===== config.mk =====
export PLATFORM = sky130hd
export DESIGN_NAME = dmem_arbiter
export DESIGN_NICKNAME = d
export VERILOG_FILES = /design/src/rtl/dmem_arbiter.sv
export SDC_FILE = /design/constraint.sdc
export NUM_CORES = 1
export LEC_CHECK = 0
export CAP_MARGIN = 10
export CORE_AREA = 3 3 227 229
export DETAILED_ROUTE_END_ITERATION = 16
export DIE_AREA = 0 0 230 232
export SLEW_MARGIN = 20
export SYNTH_ARGS = -nofsm -noshare
export SYNTH_HDL_FRONTEND = slang
export SYNTH_SLANG_ARGS = --single-unit
export TNS_END_PERCENT = 30

===== constraint.sdc =====
create_clock -name clk -period 9.6 [get_ports clk]
set_input_delay 1.44 -clock clk [delete_from_list [all_inputs] [get_ports clk]]
set_output_delay 1.44 -clock clk [all_outputs]
set_load 0.01 [all_outputs]

===== src/rtl/dmem_arbiter.sv =====
// Two-port arbiter/sequencer for the single-ported 64-bit data RAM.
// Optional macro DMEM_ARB_FIXED_PRIO_EN selects fixed priority (port 0 wins) instead of round-robin.
module dmem_arbiter #(
    parameter int unsigned  WAIT_CYCLES = 0,
    parameter logic [63:0]  ADDR_LIMIT  = 64'd258
) (
    input  logic        clk,
    input  logic        rst,

    input  logic        p0_req,
    input  logic        p0_write,
    input  logic [63:0] p0_addr,
    input  logic [63:0] p0_wdata,
    output logic        p0_gnt,
    output logic        p0_done,
    output logic [63:0] p0_rdata,
    output logic        p0_err,

    input  logic        p1_req,
    input  logic        p1_write,
    input  logic [63:0] p1_addr,
    input  logic [63:0] p1_wdata,
    output logic        p1_gnt,
    output logic        p1_done,
    output logic [63:0] p1_rdata,
    output logic        p1_err,

    output logic [63:0] mem_addr,
    output logic [63:0] mem_wdata,
    output logic        mem_read,
    output logic        mem_write,
    input  logic [63:0] mem_rdata
);

    typedef enum logic [1:0] {
        IDLE,
        ACCESS,
        RESP
    } state_t;

    state_t      state;
    state_t      state_nx;

    logic        owner;
    logic        lat_write;
    logic [63:0] lat_addr;
    logic [63:0] lat_wdata;
    logic [3:0]  cnt;

    logic        any_req;
    logic        winner;
    logic        grant;
    logic        sel_write;
    logic [63:0] sel_addr;
    logic [63:0] sel_wdata;
    logic        sel_illegal;

    logic        load_resp;
    logic        resp_port;
    logic [63:0] resp_rdata;
    logic        resp_err;

    assign any_req = p0_req | p1_req;

`ifdef DMEM_ARB_FIXED_PRIO_EN
    assign winner = !p0_req;
`else
    // last_gnt == 1 means port 1 was served last, so port 0 is favoured.
    logic last_gnt;

    assign winner = (p0_req && p1_req) ? !last_gnt : !p0_req;

    always_ff @(posedge clk or posedge rst) begin
        if (rst) begin
            last_gnt <= 1'b1;
        end else if (grant) begin
            last_gnt <= winner;
        end
    end
`endif

    // Gating with rst keeps gnt low while reset is held, even if a req is already up.
    assign grant       = (state == IDLE) && any_req && !rst;
    assign sel_write   = winner ? p1_write : p0_write;
    assign sel_addr    = winner ? p1_addr  : p0_addr;
    assign sel_wdata   = winner ? p1_wdata : p0_wdata;
    assign sel_illegal = (sel_addr >= ADDR_LIMIT);

    // NOTE: every signal written in always_comb gets a default first, so no path can infer a latch.
    always_comb begin
        state_nx   = state;
        load_resp  = 1'b0;
        resp_port  = owner;
        resp_rdata = 64'd0;
        resp_err   = 1'b0;
        case (state)
            IDLE: begin
                if (grant) begin
                    if (sel_illegal) begin
                        state_nx  = RESP;
                        load_resp = 1'b1;
                        resp_port = winner;
                        resp_err  = 1'b1;
                    end else begin
                        state_nx = ACCESS;
                    end
                end
            end
            ACCESS: begin
                if (cnt == 4'd0) begin
                    state_nx   = RESP;
                    load_resp  = 1'b1;
                    resp_rdata = lat_write ? 64'd0 : mem_rdata;
                end
            end
            RESP: begin
                state_nx = IDLE;
            end
            default: begin
                state_nx = IDLE;
            end
        endcase
    end

    // NOTE: sequential state uses non-blocking assignments so every register samples pre-edge values.
    always_ff @(posedge clk or posedge rst) begin
        if (rst) begin
            state <= IDLE;
        end else begin
            state <= state_nx;
        end
    end

    always_ff @(posedge clk or posedge rst) begin
        if (rst) begin
            owner     <= 1'b0;
            lat_write <= 1'b0;
            lat_addr  <= 64'd0;
            lat_wdata <= 64'd0;
            cnt       <= 4'd0;
        end else begin
            if (grant) begin
                owner     <= winner;
                lat_write <= sel_write;
                lat_addr  <= sel_addr;
                lat_wdata <= sel_wdata;
                cnt       <= 4'(WAIT_CYCLES);
            end else if (state == ACCESS && cnt != 4'd0) begin
                cnt <= cnt - 4'd1;
            end
        end
    end

    // Per-port response registers: only the owner's copy changes, the other holds.
    always_ff @(posedge clk or posedge rst) begin
        if (rst) begin
            p0_rdata <= 64'd0;
            p0_err   <= 1'b0;
            p1_rdata <= 64'd0;
            p1_err   <= 1'b0;
        end else if (load_resp) begin
            if (resp_port) begin
                p1_rdata <= resp_rdata;
                p1_err   <= resp_err;
            end else begin
                p0_rdata <= resp_rdata;
                p0_err   <= resp_err;
            end
        end
    end

    // Strobes decode straight from the state register, so an async reset drops them at once.
    always_comb begin
        mem_read  = 1'b0;
        mem_write = 1'b0;
        mem_addr  = 64'd0;
        mem_wdata = 64'd0;
        if (state == ACCESS) begin
            mem_read  = !lat_write;
            mem_write = lat_write;
            mem_addr  = lat_addr;
            mem_wdata = lat_wdata;
        end
    end

    assign p0_gnt  = grant && !winner;
    assign p1_gnt  = grant && winner;
    assign p0_done = (state == RESP) && !owner;
    assign p1_done = (state == RESP) && owner;

endmodule


After elaboration in Yosys (flattened, before gate mapping)

Cells that the tools add are included.

Bits in registers: 267
Word-level logic and storage cells: 65

Add/subtract/negate cells: 1
Magnitude comparators: 1
Eq/ne operators: 4
Multiplexer cells: 25
Bitwise gates (word level): 2
Reductions and logical operators: 21

Operator list:

| operator                                             | number |
|---|---|
| 2-to-1 mux 64 bit                                    | 7 |
| >= comparator 64 x 9 -> 1 bit, second input constant | 1 |
| 2-to-1 mux 1 bit                                     | 11 |
| logical AND 1 bit                                    | 8 |
| 2-to-1 mux 4 bit                                     | 2 |
| logical NOT 1 bit                                    | 6 |
| 2-to-1 mux 2 bit                                     | 3 |
| AND reduction 2 bit                                  | 3 |
| logical NOT 4 bit                                    | 1 |
| != test 2 bit, second input constant                 | 2 |
| one-hot mux 2 bit (2 select lines)                   | 1 |
| nonzero test 4 bit                                   | 1 |
| subtractor 4 x 1 -> 4 bit, second input constant     | 1 |
| == test 2 x 1 -> 1 bit, second input constant        | 1 |
| == test 2 bit, second input constant                 | 1 |
| logical NOT 2 bit                                    | 1 |
| one-hot mux 1 bit (2 select lines)                   | 1 |
| nonzero test 2 bit                                   | 1 |
| inverter 1 bit                                       | 1 |
| bitwise OR 1 bit                                     | 1 |

Longest topological paths before layout

Gate-level depths: netlist of the first run.

Depth after elaboration: 9
Mapped depth: 10

Worst setup path before layout of the first run

OpenSTA, ideal clock, no wires.

Kind: input to output
Start point: input p1_req
End point: output p1_gnt
Arrival time: 2.366 ns
Setup slack: 5.794 ns
Stages: 4
Path buffers: 1
Cell sequence: nor2b_1 > nor2_1 > clkbuf_1 > nor2_1

Cells in the longest elaborated chain, start to end: 4
Elaborated cells on any way between the ends: 6
Those cells by class: 1 x mux; 1 x bitwise; 4 x reduce/logical

RTL lines:

| what                            | RTL line | RTL |
|---|---|---|
| start: declaration              | 19       | `input logic p1_req,` |
| bitwise OR 1 bit                | 63       | `assign any_req = p0_req \| p1_req;` |
| logical AND 1 bit (2 in series) | 83       | `assign grant = (state == IDLE) && any_req && !rst;` |
| logical AND 1 bit *             | 187      | `assign p1_gnt = grant && winner;` |
| end: declaration                | 23       | `output logic p1_gnt,` |

Mark *: on every way between the ends. The rest lies on a longest branch, timed or not.

Worst setup path in the final report of the first run

Start point: input p0_req
End point: output p1_gnt

Cells in the longest elaborated chain, start to end: 4
Elaborated cells on any way between the ends: 7
Those cells by class: 1 x mux; 1 x bitwise; 5 x reduce/logical

RTL lines:

| what                            | RTL line | RTL |
|---|---|---|
| start: declaration              | 10       | `input logic p0_req,` |
| bitwise OR 1 bit                | 63       |  |
| logical AND 1 bit (2 in series) | 83       |  |
| logical AND 1 bit *             | 187      |  |

Marks and branches as above.

==> flow_metrics.py, run 1 <==
metrics = {
    "placed_design": {
        "gp_congestion": 0.931,
        "portBuffers": 589,
        "dp_hpwl_microns": 40400,
    },
    "critical_path": {
        "reg2reg_from": "state[1]",
        "reg2reg_setup_slack_ns": 5.97,
        "required_ns": 8.16,
        "critical_path_class": "input pin to primary output",
        "cp-end-kind": "primary output",
        "start_kind": "input pin",
        "crit_start": "p0_req",
        "crit_end": "p1_gnt",
        "r2r-end": "lat_wdata[16]",
        "path_max_fanout": 5,
        "reg2reg_depth": 5,
        "cp_data_arrival_time_ns": 3.51,
    },
    "global_route": {
        "grt_pass1_wl_microns": 81400,
        "grt_max_degree": 138,
        "grt_pass1_vias": 12740,
        "grt_overflow_total": 0,
        "antenna_found_initial": 14,
        "track_usage_pct": 20.0,
    },
    "power_and_ir_drop": {
        "fin_total_pwr_mw": 3.04,
        "power_density_nw_per_um2": 150,
        "ir_drop_mv": 0.130,
        "power.static_leakage_nw": 8.96,
    },
    "synth": {
        "synth_edf_count": 0,
        "yosys_register_bits": 267,
        "synth-seq-area-share_pct": 52.9,
        "synthesis.area_sq_um": 12600,
        "async_flop_share_pct": 100,
        "synthCells": 1452,
        "syn_nets": 1780,
        "yosysTopAreaCell": "dfrtp_1",
        "synth.avg_cell_area_sq_um": 8.70,
        "synth_cell_types": 39,
        "synthTopCellsByArea": "dfrtp_1 (53%), nand2_1 (8.0%), a31oi_1 (6.4%)",
        "synth_top_flop_cell": "dfrtp_1",
        "yosysWarnings": 0,
        "synth_top_area_share_pct": 52.7,
    },
    "job": {
        "maxCapViolCount": 0,
    },
    "routing": {
        "drc": 0,
        "drt_iter0_markers": 770,
        "ant_nets": 0,
        "vias": 12559,
        "first_pass_iters": 5,
        "wl_microns": 55600,
        "viasPerCell": 4.68,
        "wl_per_cell_microns": 20.7,
    },
    "finish": {
        "fin_util_pct": 40.6,
        "final_nets": 2307,
        "fill_cells": 5009,
        "drive_above_1_share_pct": 4.14,
        "syn_to_final_growth_pct": 60.2,
    },
    "sta": {
        "tightest_slew_ns": 1.08,
        "rsz0062_at_grt": "no",
        "fin_tns_setup_ns": 0,
        "fmax_ghz": 0.202,
        "period_share_pct": 51.5,
        "final-setup-viol-count": 0,
        "slew_viol_final": 0,
        "period_minus_slack_ns": 4.95,
        "clock_skew_ns": 0.0230,
        "timing_hold_violations_final": 0,
        "relSlewSlack_pct": 27.9,
    },
    "clock_tree": {
        "cts_root_buf": "clkbuf_16",
        "numClockSinks": 267,
        "cts_tree": "done",
        "numCtsBuffers": 35,
        "clkTransAtPathRegs_ns": 0.05,
        "clock_latency_ns": 0.54,
        "clockBufferDepth": 3,
        "htreeDepth": 2,
        "postCtsResizedCells": 0,
        "ctsHoldBuffers": 0,
        "cts_setup_buffers": 0,
    },
    "floorplan": {
        "die_w_microns": 230,
        "coreArea_sq_um": 49900,
        "start_util_pct": 25.3,
        "row_count": 82,
        "die_height_microns": 232,
        "die_area_sq_um": 53400,
        "io_pins": 590,
    },
    "status": {
        "run_status": "finished, final reports clean",
    },
    "worst_hold_path": {
        "hold_path_class": "flop to flop",
    },
}
==> cell families (layout without fill, tap and decap cells) <==
kind of cell | Yosys count | in the layout | share of synthesized area [%]
AOI/OAI and AO/OA | 271 | 271 | 13.8
xor gates and xnor gates | 3 | 3 | 0.208
adders and majority gates | 2 | 2 | 0.198
buffers and inverters | 183 | 736 | 5.80
DFF | 267 | 267 | 52.9
muxes | 1 | 1 | 0.0792
other | 0 | 7 | 0
and+or+nand+nor | 725 | 725 | 27.0
==> power by group <==
part           leakage [nW]  switching (mW)  total (mW)  internal, mW
Sequential             3.35          0.0529        1.29          1.23
Combinational          5.05           0.227       0.433         0.206
Clock                 0.561           0.528        1.32         0.793
==> area by class of cell <==
type | instances | area, sq um | area share (%)
flip-flops and latches | 267 | 6680 | 33.0
well taps | 672 | 841 | 4.15
diodes | 7 | 17.5 | 0.0865
multi-input cells | 1002 | 5270 | 26.0
clock buffers | 51 | 1020 | 5.02
inverters | 71 | 274 | 1.35
clock inverters | 12 | 130 | 0.643
repair buffers | 602 | 6020 | 29.7
==> cells in the mapped netlist, types with 3 or more instances <==
master / n
nand2_1: 270
and2_1: 129
buf_6: 6
nor3b_1: 3
dfrtp_1: 266
buf_1: 4
inv_1: 71
a21o_1: 62
nand4_1: 6
nor4_1: 24
nor2_1: 145
nand3_1: 67
o21ai_0: 67
and3_1: 63
clkbuf_1: 101
nor3_1: 10
a31oi_1: 129
==> metrics by stage <==
step	area (sq um)	hold slack, ns	std cells	setup WS, ns
2_1_floorplan	12600	0.480	1452	0.808
3_3_place_gp	19100	0.458	2613	4.47
3_5_place_dp	19100	0.464	2614	4.37
4_1_cts	20200	0.476	2677	4.58
5_1_grt	20300	0.490	2684	4.52
6_report	20300	0.471	2684	4.65
==> how the worst min path moves through the flow <==
stage	startpoint	cells after the start	end	slack, ns
floorplan	last_gnt	2	last_gnt	0.48
global placement	p1_rdata[60]	1	p1_rdata[60]	0.46
detailed placement	p1_rdata[27]	1	p1_rdata[27]	0.46
CTS	p1_rdata[35]	1	p1_rdata[35]	0.48
global route	p1_rdata[39]	1	p1_rdata[39]	0.49
finish	p1_rdata[35]	1	p1_rdata[35]	0.47
==> worst max-delay path, cell delays in order <==
cell and delay [ns]:
clkdlybuf4s50_1 0.57, nor2_1 0.11, or4_1 0.55, nor2_1 0.15
clkdlybuf4s50_1 0.67
==> cell usage in the layout, fill, tap and decap left out, types with 2 or more instances in the layout <==
cell type,synthesis,routed
bufinv_16,0,2
buf_12,0,2
nor3_1,10,10
a21o_2,2,2
inv_1,71,70
nand3_1,67,67
nand4_1,6,6
nor3b_1,3,3
dfrtp_1,266,266
clkinv_2,0,6
a31oi_1,129,129
clkdlybuf4s50_1,0,589
or4_1,2,2
xor2_1,2,2
diode_2,0,7
nor4_1,24,23
and2_1,129,129
o21ai_0,67,67
buf_4,0,11
nand2_1,270,269
a21o_1,62,62
a21oi_1,2,2
ha_1,2,2
clkbuf_1,101,9
clkbuf_8,0,6
clkinvlp_4,0,2
nor2_4,0,2
clkbuf_16,0,36
and3_1,63,63
nor2_1,145,143
==> metal layers <==
| metal | routed length [microns] | vias to the layer above | global-route usage (%) |
|---|---|---|---|
| li1 | - | 5929 | - |
| met1 | 22100 | 5991 | 23.8 |
| met2 | 26200 | 531 | 32.7 |
| met3 | 5140 | 94 | 7.05 |
| met4 | 2010 | 14 | 8.81 |
| met5 | 100 | - | 0 |
==> registers in the layout, summed over array words and instances (netlist names) <==
name and cells:
cnt 4, p0_rdata 64, p0_err 1, owner 1, p1_err 1, lat_wdata 64, lat_write 1, lat_addr 64
p1_rdata 64, last_gnt 1, state 2
Power figures use the tool's default switching activity.
==> run 2: changes to the inputs <==
--- a/config.mk
+++ b/config.mk
@@ -6,9 +6,9 @@
 export NUM_CORES = 1
 export LEC_CHECK = 0
 export CAP_MARGIN = 10
-export CORE_AREA = 3 3 227 229
+export CORE_AREA = 3 3 229 231
 export DETAILED_ROUTE_END_ITERATION = 16
-export DIE_AREA = 0 0 230 232
+export DIE_AREA = 0 0 232 234
 export SLEW_MARGIN = 20
 export SYNTH_ARGS = -nofsm -noshare
 export SYNTH_HDL_FRONTEND = slang
==> constraint.sdc (replaced) <==
create_clock -name clk -period 4.5 [get_ports clk]
set_input_delay 0.675 -clock clk [delete_from_list [all_inputs] [get_ports clk]]
set_output_delay 0.675 -clock clk [all_outputs]
set_load 0.01 [all_outputs]
==> run 2 against run 1 <==
Via count up 1.2%; worst hold slack better by 0.0018 ns; die area up 1.7%; non-clock buffer count up 14; clock skew down 0.0080 ns; count of clock-buffer cells in the layout up 1; global-route usage down 0.64 points; critical endpoint unchanged; largest power group unchanged.
==> flow_metrics.py, run 2 (same netlist as run 1, synthesis figures left out) <==
metrics = {
    "status": {
        "run_status": "finished, final reports clean",
    },
    "routing": {
        "ant_nets": 0,
        "wl_per_cell_microns": 20.3,
        "met2_length_microns": 26000,
        "met1_length_microns": 21500,
        "drc": 0,
        "first_pass_iters": 4,
        "wl_microns": 54900,
        "vias": 12706,
        "top_layer": "met5",
        "wl_met3_microns": 5240,
        "viasPerCell": 4.71,
        "drt_iter0_markers": 784,
    },
    "critical_path": {
        "path_buf_inv": 2,
        "cp_data_arrival_time_ns": 2.84,
        "critical_path_class": "input pin to primary output",
        "path_depth": 5,
        "r2r-end": "p0_rdata[45]",
        "required_ns": 3.83,
        "reg2reg_depth": 6,
        "cp_cell_sequence": "clkdlybuf4s50_1 > nor2_1 > or4_1 > nor2_1 > clkdlybuf4s50_1",
        "crit_start": "p0_req",
        "start_kind": "input pin",
        "path_delay_family": "buffers and inverters",
        "path_max_fanout": 5,
        "slowest_stage": "clkdlybuf4s50_1",
        "cp-end-kind": "primary output",
        "critical-path-max-stage-delay_ns": 0.64,
        "reg2reg_setup_slack_ns": 1.53,
        "crit_end": "p1_gnt",
        "reg2reg_from": "last_gnt",
    },
    "sta": {
        "fmax_ghz": 0.285,
        "slew_viol_final": 0,
        "rsz0062_at_grt": "no",
        "fin_tns_setup_ns": 0,
        "clock_skew_ns": 0.0150,
        "tightest_slew_ns": 1.01,
        "relSlewSlack_pct": 32.5,
        "period_share_pct": 78.1,
        "final-setup-viol-count": 0,
        "timing_hold_violations_final": 0,
        "period_minus_slack_ns": 3.51,
        "fin_ws_ns": 0.986,
    },
    "clock_tree": {
        "postCtsResizedCells": 0,
        "cts_tree": "done",
        "numClockSinks": 267,
        "clock_latency_ns": 0.52,
        "ctsHoldBuffers": 0,
        "htreeDepth": 2,
        "clkTransAtPathRegs_ns": 0.05,
        "cts_root_buf": "clkbuf_16",
        "clockBufferDepth": 3,
        "numCtsBuffers": 34,
        "cts_setup_buffers": 0,
    },
    "global_route": {
        "track_usage_pct": 19.3,
        "grt_pass1_wl_microns": 80300,
        "antenna_found_initial": 15,
        "grt_overflow_total": 0,
        "grt_pass1_vias": 12881,
        "grt_max_degree": 211,
    },
    "finish": {
        "most-common-layout-cells": "clkdlybuf4s50_1 (589), nand2_1 (269), dfrtp_1 (266)",
        "syn_to_final_growth_pct": 61.3,
        "drive_above_1_share_pct": 4.71,
        "layout_commonest_cell": "clkdlybuf4s50_1",
        "final_nets": 2320,
    },
    "power_and_ir_drop": {
        "fin_total_pwr_mw": 6.49,
        "power_density_nw_per_um2": 318,
        "power.static_leakage_nw": 9.05,
        "ir_drop_mv": 0.190,
    },
    "floorplan": {
        "die_w_microns": 232,
        "row_count": 82,
        "start_util_pct": 25.1,
        "die_height_microns": 234,
        "die_area_sq_um": 54300,
        "coreArea_sq_um": 50300,
        "io_pins": 590,
    },
    "job": {
        "maxCapViolCount": 0,
    },
    "placed_design": {
        "gp_congestion": 0.917,
        "pre_cts_ws_ns": 0.471,
        "dp_hpwl_microns": 40400,
        "portBuffers": 589,
    },
    "worst_hold_path": {
        "hold_path_class": "flop to flop",
    },
}
run 2: worst min-delay path by stage:
| stage | endpoint | slack, ns | cells past startpoint | startpoint |
|---|---|---|---|---|
| after CTS | p1_rdata[42] | 0.48 | 1 | p1_rdata[42] |
| after detailed placement | p1_rdata[56] | 0.46 | 1 | p1_rdata[56] |
| after global placement | p1_rdata[60] | 0.46 | 1 | p1_rdata[60] |
| after global routing | p1_rdata[33] | 0.49 | 1 | p1_rdata[33] |
| final | p1_rdata[42] | 0.47 | 1 | p1_rdata[42] |
| after floorplan | last_gnt | 0.48 | 2 | last_gnt |
run 2: where the power goes:
group | leakage [nW] | switching [mW] | total, mW | internal [mW]
combinational | 5.14 | 0.482 | 0.926 | 0.445
sequential | 3.35 | 0.115 | 2.75 | 2.63
clock | 0.564 | 1.09 | 2.82 | 1.73
run 2: final cells by class:
cell class                      instances  area (sq um)
Antenna cell                            9          22.5
Clock buffer                           52          1050
Clock inverter                          8          96.3
Fill cell                            5015         29900
Inverter                               71           270
Multi-Input combinational cell       1002          5280
Sequential cell                       267          6680
Tap cell                              672           841
Timing Repair Buffer                  616          6150
run 2: metrics by stage:
step / utilization, % / hold WS [ns] / instances / area (sq um)
floorplan: - / 0.480 / 1452 / 12600
global placement: 38.2 / 0.458 / 2628 / 19200
detailed placement: 38.2 / 0.464 / 2628 / 19200
CTS: 40.5 / 0.478 / 2688 / 20400
global route: 40.6 / 0.490 / 2694 / 20400
finish: 40.6 / 0.473 / 2697 / 20400
run 2: routing by layer:
metal	track usage (%)	vias up
met5	0	-
met4	8.40	10
met2	32.1	539
met3	6.45	100
met1	22.9	6111
li1	-	5946
